<file path="config.mk">
export PLATFORM = sky130hd
export DESIGN_NAME = ofmap_write_arbiter
export DESIGN_NICKNAME = d
export VERILOG_FILES = /design/src/rtl/ofmap_write_arbiter.sv
export SDC_FILE = /design/constraint.sdc
export NUM_CORES = 1
export LEC_CHECK = 0
export BUFFER_PORTS_ARGS = -buffer_cell sky130_fd_sc_hd__buf_2
export CAP_MARGIN = 10
export CORE_MARGIN = 1.5
export CORE_UTILIZATION = 52
export DETAILED_ROUTE_END_ITERATION = 8
export PLACE_DENSITY = 0.86
export SLEW_MARGIN = 20
export SYNTH_ARGS = -nofsm -noshare
export SYNTH_HDL_FRONTEND = slang
export SYNTH_SLANG_ARGS = --single-unit
</file>
<file path="constraint.sdc">
create_clock -name i_clk -period 5.62 [get_ports i_clk]
set_clock_uncertainty 0.15 [all_clocks]
set_input_delay 0 -clock i_clk [delete_from_list [all_inputs] [get_ports i_clk]]
set_output_delay 0 -clock i_clk [all_outputs]
set_load 0.02 [all_outputs]
</file>
<file path="src/rtl/ofmap_write_arbiter.sv">
// ---------------------------------------------------------------------------
// ofmap_write_arbiter
//
// Purpose:
//   Several output routers each hold a burst of output-feature-map results.
//   They all share one scratchpad (SPAD) write port. This block drains them
//   one at a time in round-robin order. Each word is written to consecutive
//   SPAD addresses starting from a base address that is captured at pass start.
//   Once every router has been served once, the block pulses o_done.
//
// Ports:
//   i_clk, i_nrst      clock, asynchronous active-low reset
//   i_start            single-cycle pulse that begins a pass (only honoured in IDLE)
//   i_base_addr        first SPAD address of the pass, captured with i_start
//   i_req              per-router "results ready" request
//   o_router_en        one-hot (or zero) enable to the currently granted router
//   i_router_data      per-router data word, element r belongs to router r
//   i_router_valid     per-router word valid
//   i_router_done      per-router end-of-burst pulse
//   o_spad_we/addr/data registered SPAD write port; addr/data hold when we=0
//   o_busy             high from the accepted start until the o_done cycle
//   o_done             single-cycle end-of-pass pulse
//   o_overflow         sticky flag: a router sent more than BURST_LEN words
// ---------------------------------------------------------------------------
module ofmap_write_arbiter #(
  parameter int ROW_COUNT       = 4,
  parameter int SPAD_ADDR_WIDTH = 8,
  parameter int SPAD_DATA_WIDTH = 16,
  parameter int BURST_LEN       = 2
) (
  input  logic                                          i_clk,
  input  logic                                          i_nrst,
  input  logic                                          i_start,
  input  logic [SPAD_ADDR_WIDTH-1:0]                    i_base_addr,
  input  logic [ROW_COUNT-1:0]                          i_req,
  output logic [ROW_COUNT-1:0]                          o_router_en,
  input  logic [ROW_COUNT-1:0][SPAD_DATA_WIDTH-1:0]     i_router_data,
  input  logic [ROW_COUNT-1:0]                          i_router_valid,
  input  logic [ROW_COUNT-1:0]                          i_router_done,
  output logic                                          o_spad_we,
  output logic [SPAD_ADDR_WIDTH-1:0]                    o_spad_addr,
  output logic [SPAD_DATA_WIDTH-1:0]                    o_spad_data,
  output logic                                          o_busy,
  output logic                                          o_done,
  output logic                                          o_overflow
);

  localparam int IDX_W  = (ROW_COUNT > 1) ? $clog2(ROW_COUNT) : 1;
  localparam int BEAT_W = $clog2(BURST_LEN + 1);

  localparam logic [BEAT_W-1:0] BEAT_MAX = BEAT_W'(BURST_LEN);
  localparam logic [IDX_W-1:0]  IDX_LAST = IDX_W'(ROW_COUNT - 1);

  localparam logic [1:0] ST_IDLE   = 2'd0;
  localparam logic [1:0] ST_ARB    = 2'd1;
  localparam logic [1:0] ST_GRANT  = 2'd2;
  localparam logic [1:0] ST_FINISH = 2'd3;

  logic [1:0]                 state;
  logic [ROW_COUNT-1:0]       served;
  logic [IDX_W-1:0]           rr_ptr;
  logic [IDX_W-1:0]           grant_idx;
  logic [SPAD_ADDR_WIDTH-1:0] addr_ptr;
  logic [BEAT_W-1:0]          beat_cnt;

  logic [ROW_COUNT-1:0]       eligible;
  logic                       all_served;
  logic                       grant_found;
  logic [IDX_W-1:0]           grant_next;
  logic [IDX_W-1:0]           cand;
  logic                       g_valid;
  logic                       g_done;
  logic [SPAD_DATA_WIDTH-1:0] g_data;

  assign eligible   = i_req & ~served;
  assign all_served = &served;

  // Only the granted router's handshake is ever looked at, so traffic from
  // other routers is ignored without any extra masking.
  assign g_valid = i_router_valid[grant_idx];
  assign g_done  = i_router_done[grant_idx];
  assign g_data  = i_router_data[grant_idx];

  // Round-robin pick: first eligible router at or above rr_ptr, wrapping.
  always_comb begin
    grant_found = 1'b0;
    grant_next  = '0;
    cand        = '0;
    for (int i = 0; i < ROW_COUNT; i++) begin
      cand = IDX_W'((int'(rr_ptr) + i) % ROW_COUNT);
      if (!grant_found && eligible[cand]) begin
        grant_found = 1'b1;
        grant_next  = cand;
      end
    end
  end

  always_ff @(posedge i_clk or negedge i_nrst) begin
    if (!i_nrst) begin
      state       <= ST_IDLE;
      served      <= '0;
      rr_ptr      <= '0;
      grant_idx   <= '0;
      addr_ptr    <= '0;
      beat_cnt    <= '0;
      o_router_en <= '0;
      o_spad_we   <= 1'b0;
      o_spad_addr <= '0;
      o_spad_data <= '0;
      o_busy      <= 1'b0;
      o_done      <= 1'b0;
      o_overflow  <= 1'b0;
    end else begin
      o_spad_we <= 1'b0;
      o_done    <= 1'b0;
      case (state)
        ST_IDLE: begin
          if (i_start) begin
            addr_ptr   <= i_base_addr;
            served     <= '0;
            rr_ptr     <= '0;
            o_overflow <= 1'b0;
            o_busy     <= 1'b1;
            state      <= ST_ARB;
          end
        end
        ST_ARB: begin
          // o_done is registered, so it is raised on entry to FINISH and is
          // therefore high exactly while the FSM sits in FINISH.
          if (all_served) begin
            o_done <= 1'b1;
            o_busy <= 1'b0;
            state  <= ST_FINISH;
          end else if (grant_found) begin
            grant_idx   <= grant_next;
            o_router_en <= ROW_COUNT'(1) << grant_next;
            beat_cnt    <= '0;
            state       <= ST_GRANT;
          end
        end
        ST_GRANT: begin
          // Valid and done are handled independently so a final word that
          // arrives together with done is still written.
          if (g_valid) begin
            if (beat_cnt < BEAT_MAX) begin
              o_spad_we   <= 1'b1;
              o_spad_addr <= addr_ptr;
              o_spad_data <= g_data;
              addr_ptr    <= addr_ptr + SPAD_ADDR_WIDTH'(1);
              beat_cnt    <= beat_cnt + BEAT_W'(1);
            end else begin
              o_overflow <= 1'b1;
            end
          end
          if (g_done) begin
            served[grant_idx] <= 1'b1;
            rr_ptr            <= (grant_idx == IDX_LAST) ? '0 : grant_idx + IDX_W'(1);
            o_router_en       <= '0;
            state             <= ST_ARB;
          end
        end
        ST_FINISH: begin
          state <= ST_IDLE;
        end
        default: begin
          state <= ST_IDLE;
        end
      endcase
    end
  end

endmodule

</file>
==> results of run 1 <==
-- worst max-delay path, delay by kind of cell, from the launching register on --
family,cells,cell delay [ns]
and+or+nand+nor,2,1.06
muxes,2,0.54
DFF,1,0.97
AOI/OAI and AO/OA,1,0.17
-- cell families after synthesis --
kind of cell	synth area share, %
simple gates	13.06
buf+inv	4.075
mux	23.18
fa+ha+maj	2.191
flops	45.57
compound gates	11.92
-- worst max path at each step --
stage                      start        endpoint  slack (ns)  cells past startpoint
finish              grant_idx[1]     addr_ptr[0]        2.66                      5
global route        grant_idx[1]     addr_ptr[0]        2.41                      5
CTS                 grant_idx[1]     addr_ptr[0]        2.67                      5
detailed placement  grant_idx[1]     addr_ptr[5]        2.70                      5
global placement    grant_idx[1]     addr_ptr[2]        2.83                      5
floorplan           grant_idx[0]  o_spad_data[1]        3.66                      4
-- final cells by class --
class | instances | share of cell area, %
clock buffer | 7 | 2.333
clock inverter | 1 | 0.2028
inverter | 6 | 0.6085
multi-input combinational | 182 | 38.84
sequential | 52 | 35.16
tap | 70 | 2.366
timing repair buffer | 135 | 20.49
-- report_power, final --
| group | switching, mW | total (mW) | leakage (nW) | internal (mW) |
|---|---|---|---|---|
| logic | 0.526 | 0.969 | 1.10 | 0.443 |
| registers | 0.150 | 0.691 | 0.640 | 0.541 |
| clock network | 0.122 | 0.222 | 0.0445 | 0.100 |
| total | 0.798 | 1.88 | 1.79 | 1.09 |
-- registers in the layout, indices dropped and copies added, names as in the netlist --
name,count
o_spad_we,1
o_router_en,4
grant_idx,2
o_done,1
o_spad_data,16
o_busy,1
served,4
beat_cnt,2
state,2
o_spad_addr,8
rr_ptr,2
o_overflow,1
addr_ptr,8
-- layer usage --
metal | GRT usage, % | vias to the layer above | part of all wire (%)
met5 | 0 | - | 0
met4 | 6.364 | 0 | 1.2
met3 | 5.238 | 10 | 7.3
met2 | 45.66 | 119 | 50
met1 | 31.97 | 1232 | 42
li1 | - | 1181 | -
-- through the flow --
step	utilization, %	hold WS (ns)	power [mW]	cell area, um2	worst slack, ns
4_1_cts	71.06	0.001717	1.882	3699	2.669
5_1_grt	71.11	0.003831	2.019	3701	2.408
2_1_floorplan	-	-0.4456	1.389	2855	3.663
6_report	71.11	-0.006924	1.883	3701	2.660
3_5_place_dp	66.37	0.1141	1.649	3455	2.705
3_3_place_gp	66.37	0.1115	1.604	3455	2.828
-- cell usage after synthesis, types with 2 or more instances --
| cell type | count |
|---|---|
| a21oi_1 | 19 |
| a22o_1 | 2 |
| a31oi_1 | 6 |
| a32oi_1 | 2 |
| buf_2 | 3 |
| buf_4 | 2 |
| buf_6 | 4 |
| clkbuf_1 | 4 |
| dfrtp_1 | 52 |
| ha_1 | 5 |
| inv_1 | 5 |
| mux2_2 | 16 |
| mux2i_1 | 5 |
| mux4_2 | 18 |
| nand2_1 | 40 |
| nand2b_1 | 7 |
| nand3_1 | 8 |
| nor2_1 | 9 |
| nor2b_1 | 4 |
| nor3_1 | 2 |
| nor3b_1 | 3 |
| o21a_1 | 2 |
| o21ai_0 | 18 |
| o21ai_1 | 2 |
==> key figures, run 1 <==
Status
  – Status: finished, violations left
  – Failing checks: negative hold slack

Worst setup path
  – Crit Path Class: register to register
  – Crit path max fanout: 29
  – Reg2reg path depth: 5
  – Reg2reg end: addr_ptr[0]
  – Worst EP required: 5.71 ns
  – Reg-to-Reg Start: grant_idx[1]
  – Crit path max-delay cell type: dfrtp_1
  – CP endpoint kind: register
  – Crit-path max cell delay: 0.97 ns
  – Crit path cell chain: mux4_2 -> nand3b_2 -> nand2_1 -> o21ai_0 -> mux2i_1
  – R2R Setup Slk: 2.66 ns
  – Startpoint Class: register
  – CP Data Arrival Time: 3.05 ns

Timing
  – RSZ-0062 raised after global routing: no
  – Final Hold Violating Endpoints: 3
  – Period utilization: 52.67%
  – Total Neg Setup Slack: 0 ns
  – Max-slew headroom: 37.26%
  – Hold Slack: -0.006924 ns
  – Actual slew at the worst max-slew pin: 0.9411 ns
  – FMAX: 337.9 MHz
  – Final Max Tran Viols: 0
  – Setup violations, final: 0
  – Final worst path period need: 2.960 ns

Placed design
  – Dpl cells: 430
  – Final Wtd Congestion: 0.8432
  – Number of buffers added on ports: 118
  – Detailed placement HPWL: 5356 um

Synthesis
  – Top post-synthesis cells by area: dfrtp_1, mux4_2, mux2_2
  – Fraction of registers with async set/reset: 100.0%
  – Sequential area share after synthesis: 45.57%
  – Syn. warnings: 0
  – Synthesized area per cell: 11.24 um2
  – Post-synth top area cell: dfrtp_1
  – Dominant synthesized flop cell: dfrtp_1
  – Number of flops mapped to enable cells by yosys: 0
  – Yosys reg bits: 52
  – Area share of the largest cell type after synthesis: 45.57%
  – Synth unique cells: 40
  – Post-Syn Instances: 254
  – Cell area after synthesis: 2855 um2
  – Synthesized net count: 346

CTS
  – Post-CTS setup buffers: 0
  – H-tree levels: 2
  – Post_cts resized: 0
  – Worst-Skew Late Latency: 0.30 ns
  – Hold_buf cts: 15
  – CTS Root Cell: clkbuf_8
  – Num CTS Buffers: 5
  – Worst-path clk slew: 0.09 ns
  – CTS tree: yes
  – Clock sinks: 52
  – Longest Clk Path Bufs: 2

Die
  – Core Footprint: 5205 um2
  – Row count: 26
  – DIE WIDTH: 77.10 um
  – Die height: 77.10 um
  – # IOs: 119
  – Die area: 5944 um2
  – Initial core utilization: 54.86%

Detailed routing
  – 1st-pass router iterations: 4
  – DR vias/cell: 5.611
  – Final ANT Viol Nets: 0
  – Vias: 2542
  – DRC: 0
  – 1st-iter DRT viols: 227
  – Post-Route WL: 7269 um
  – Mean routed wirelength per cell: 16.05 um

Final layout
  – Layout area overhead: 29.62%
  – Non-Filler Instances: 453
  – Final Net Count: 474
  – # diodes: 0
  – Seq. cell area: 1301 um2
  – Most frequent cells in the layout: buf_2, dfrtp_1, nand2_1
  – Fillcell total: 383
  – Most common cell after layout, fill and taps aside: buf_2
  – Fraction of layout cells with a size suffix above 1: 43.08%
  – Multi-input gate area: 1438 um2

Pwr
  – Worst vdd ir: 0.0002254 V
  – P_leak: 1.787 nW
  – Pwr dens: 508.8 nW/um2

Global route
  – Initial antenna violation count: 0
  – Largest net degree at the start of global routing: 53
  – Number of global-route vias before repair: 2565
  – First-pass GRT wire length: 11980 um
  – Total track usage: 25.67%
  – Total gr overflow: 0

Hold path
  – Type of the worst min-delay path: input port to register
  – WHS Path Cells: 3
  – Worst hold path endpoint: o_spad_data[2]
  – Hold_sp: i_router_data[34]

Flow run
  – Max Cap Viol: 0
(Power assumes the default switching activity.)
==> inputs of run 2 (changes only) <==
CORE_UTILIZATION = 44   (was 52)
PLACE_DENSITY = 0.77   (was 0.86)
clock period = 2.6 ns   (was 5.62 ns; I/O delays follow)
==> run 2 against run 1 <==
Against the previous run: the flow now finishes without violations; worst hold slack better by 0.017 ns; fmax rose by 22%; worst setup slack worse by 2.5 ns; final area rose by 5.5%; routed wire length increased by 7.7%.
==> key figures, run 2 (synthesis results as in run 1) <==
Status
  – Status: complete, no violations (was finished, violations left)

Worst setup path
  – Worst setup path startpoint: grant_idx[0] (was grant_idx[1])
  – Worst EP required: 2.64 ns (was 5.71 ns)
  – Reg2reg path depth: 4 (was 5)
  – Startpoint Class: register (unchanged)
  – CP Data Arrival Time: 2.47 ns (was 3.05 ns)
  – Reg2reg end: o_spad_data[7] (was addr_ptr[0])
  – Reg-to-Reg Start: grant_idx[0] (was grant_idx[1])
  – Crit path cell chain: buf_4 -> mux4_2 -> dlygate4sd3_1 -> mux2_2 (was mux4_2 -> nand3b_2 -> nand2_1 -> o21ai_0 -> mux2i_1)
  – WP buf/inv: 2 (was 0)
  – Crit path max-delay cell type: dlygate4sd3_1 (was dfrtp_1)
  – Crit path max fanout: 22 (was 29)
  – Crit-path max cell delay: 0.58 ns (was 0.97 ns)
  – Crit Path Class: register to register (unchanged)
  – CP endpoint kind: register (unchanged)
  – CP Capture Point: o_spad_data[7] (was addr_ptr[0])
  – R2R Setup Slk: 0.17 ns (was 2.66 ns)
  – Cell family with most CP delay: buffers and inverters (was simple AND/OR/NAND/NOR gates)
  – Path length in cells of the critical path: 4 (was 5)

Global route
  – Largest net degree at the start of global routing: 30 (was 53)
  – Global Route met2 Usage: 42.50% (was 45.66%)
  – Total track usage: 23.30% (was 25.67%)
  – Met1 Track Usage GR: 26.32% (was 31.97%)
  – First-pass GRT wire length: 12900 um (was 11980 um)
  – Total gr overflow: 0 (unchanged)
  – Initial antenna violation count: 0 (unchanged)
  – Number of global-route vias before repair: 2743 (was 2565)
  – Met3 Use GR: 5.737% (was 5.238%)
  – GR peak layer: met2 (unchanged)

Timing
  – Final Max Tran Viols: 0 (unchanged)
  – Max-slew headroom: 62.83% (was 37.26%)
  – Final WS setup: 0.1713 ns (was 2.660 ns)
  – Setup violations, final: 0 (unchanged)
  – Final Hold Violating Endpoints: 0 (was 3)
  – Period utilization: 93.41% (was 52.67%)
  – RSZ-0062 raised after global routing: no (unchanged)
  – Total Neg Setup Slack: 0 ns (unchanged)
  – Actual slew at the worst max-slew pin: 0.5576 ns (was 0.9411 ns)
  – Final worst path period need: 2.429 ns (was 2.960 ns)
  – FMAX: 411.7 MHz (was 337.9 MHz)

CTS
  – Worst-path clk slew: 0.09 ns (about the same)
  – Worst-Skew Late Latency: 0.31 ns (was 0.30 ns)
  – CTS Root Cell: clkbuf_8 (unchanged)
  – CTS tree: yes (unchanged)
  – Num CTS Buffers: 5 (unchanged)
  – Post_cts resized: 0 (unchanged)
  – Longest Clk Path Bufs: 2 (unchanged)
  – H-tree levels: 2 (unchanged)
  – Clock sinks: 52 (unchanged)

Pwr
  – Pwr dens: 1077 nW/um2 (was 508.8 nW/um2)
  – Seq pwr share: 34.2% (was 36.7%)
  – Switching share of power: 41.90% (was 42.38%)
  – P_leak: 1.884 nW (was 1.787 nW)
  – P_sw: 1.762 mW (was 798.1 uW)
  – Worst vdd ir: 0.0005809 V (was 0.0002254 V)
  – Pwr Total: 4.205 mW (was 1.883 mW)
  – Combinational fraction of design power: 54.7% (was 51.5%)
  – Clk pwr share: 11.0% (was 11.8%)
  – Internal cell power: 2.443 mW (was 1.085 mW)

Detailed routing
  – Post-Route WL: 7826 um (was 7269 um)
  – DR vias/cell: 5.473 (was 5.611)
  – 1st-iter DRT viols: 110 (was 227)
  – Final ANT Viol Nets: 0 (unchanged)
  – Vias: 2627 (was 2542)
  – Mean routed wirelength per cell: 16.30 um (was 16.05 um)
  – DRC: 0 (unchanged)
  – 1st-pass router iterations: 5 (was 4)

Placed design
  – Dpl cells: 442 (was 430)
  – Detailed placement HPWL: 5711 um (was 5356 um)
  – Setup WS pre-CTS: 0.5237 ns (was 2.705 ns)
  – Final Wtd Congestion: 0.8359 (was 0.8432)
  – Number of buffers added on ports: 118 (unchanged)

Die
  – Die area: 6981 um2 (was 5944 um2)
  – Die height: 83.56 um (was 77.10 um)
  – Core Footprint: 6314 um2 (was 5205 um2)
  – # IOs: 119 (unchanged)
  – Initial core utilization: 45.22% (was 54.86%)
  – DIE WIDTH: 83.56 um (was 77.10 um)
  – Row count: 29 (was 26)

Final layout
  – Fraction of layout cells with a size suffix above 1: 42.43% (was 43.08%)
  – Most common cell after layout, fill and taps aside: buf_2 (unchanged)
  – Final Net Count: 494 (was 474)
  – Seq. cell area: 1301 um2 (unchanged)
  – Layout area overhead: 36.77% (was 29.62%)
  – Max reg flops: 16 (unchanged)
  – Regs by FF count: o_spad_data x16, addr_ptr x8, o_spad_addr x8 (unchanged)
  – # diodes: 0 (unchanged)
  – Most frequent cells in the layout: buf_2, dfrtp_1, nand2_1 (unchanged)
  – Most flop-heavy register: o_spad_data (unchanged)
  – Multi-input gate area: 1438 um2 (unchanged)
  – Non-Filler Instances: 480 (was 453)
  – Fillcell total: 550 (was 383)

Hold path
  – Type of the worst min-delay path: input port to register (unchanged)

Flow run
  – Max Cap Viol: 0 (unchanged)
[run 2: changes by cell type in the layout (fill, tap and decap cells not counted), sizes merged]
cell         before  now
inv               6    7
dlygate4sd3      15   30
clkbuf            7    5
buf             120  125
clkinvlp          1    0
clkinv            0    2
[run 2: power by group through the flow]
stage	registers [mW]	clock network, mW	logic [mW]
after global routing	1.49	0.513	2.52
after global placement	1.44	0	2.09
after floorplan	1.68	0	1.32
after CTS	1.43	0.485	2.30
after detailed placement	1.45	0	2.16
final	1.44	0.465	2.30
[run 2: per-stage QoR]
stage	hold slack (ns)	cell area (um2)	utilization, %
finish	0.009614	3905	61.85
global route	0.007383	3905	61.85
CTS	0.001202	3905	61.85
detailed placement	-0.1288	3513	55.65
global placement	-0.1335	3513	55.65
floorplan	-0.4456	2855	-
[run 2: repair_timing]
item	in CTS	in global routing
hold buffers	30	0
buffers inserted	0	0
endpoints found under the hold margin	43	0
[run 2: how the worst min path moves through the flow]
stage | from | to | cells after the start
finish | i_router_data[60] | o_spad_data[12] | 3
global route | i_router_data[47] | o_spad_data[15] | 3
CTS | i_router_data[60] | o_spad_data[12] | 3
detailed placement | i_nrst | served[2] | 1
global placement | i_nrst | o_done | 1
floorplan | i_nrst | addr_ptr[0] | 0
[run 2: worst register-to-register path: cells and delay by family, from the launching register on]
kind	cells	cell delay, ns
buf+inv	2	0.96
mux	2	0.83
flops	1	0.38
[run 2: layout make-up]
class	instances	area share, %
flip-flops and latches	52	33.32
repair buffers	155	24.48
clock buffers	5	1.762
inverters	6	0.5767
clock inverters	3	0.5767
well taps	77	2.467
multi-input cells	182	36.82
[run 2: layer usage]
layer | part of all wire, % | up-vias
met4 | 2.7 | 0
met2 | 52 | 112
li1 | - | 1226
met5 | 0 | -
met1 | 39 | 1267
met3 | 6.2 | 22
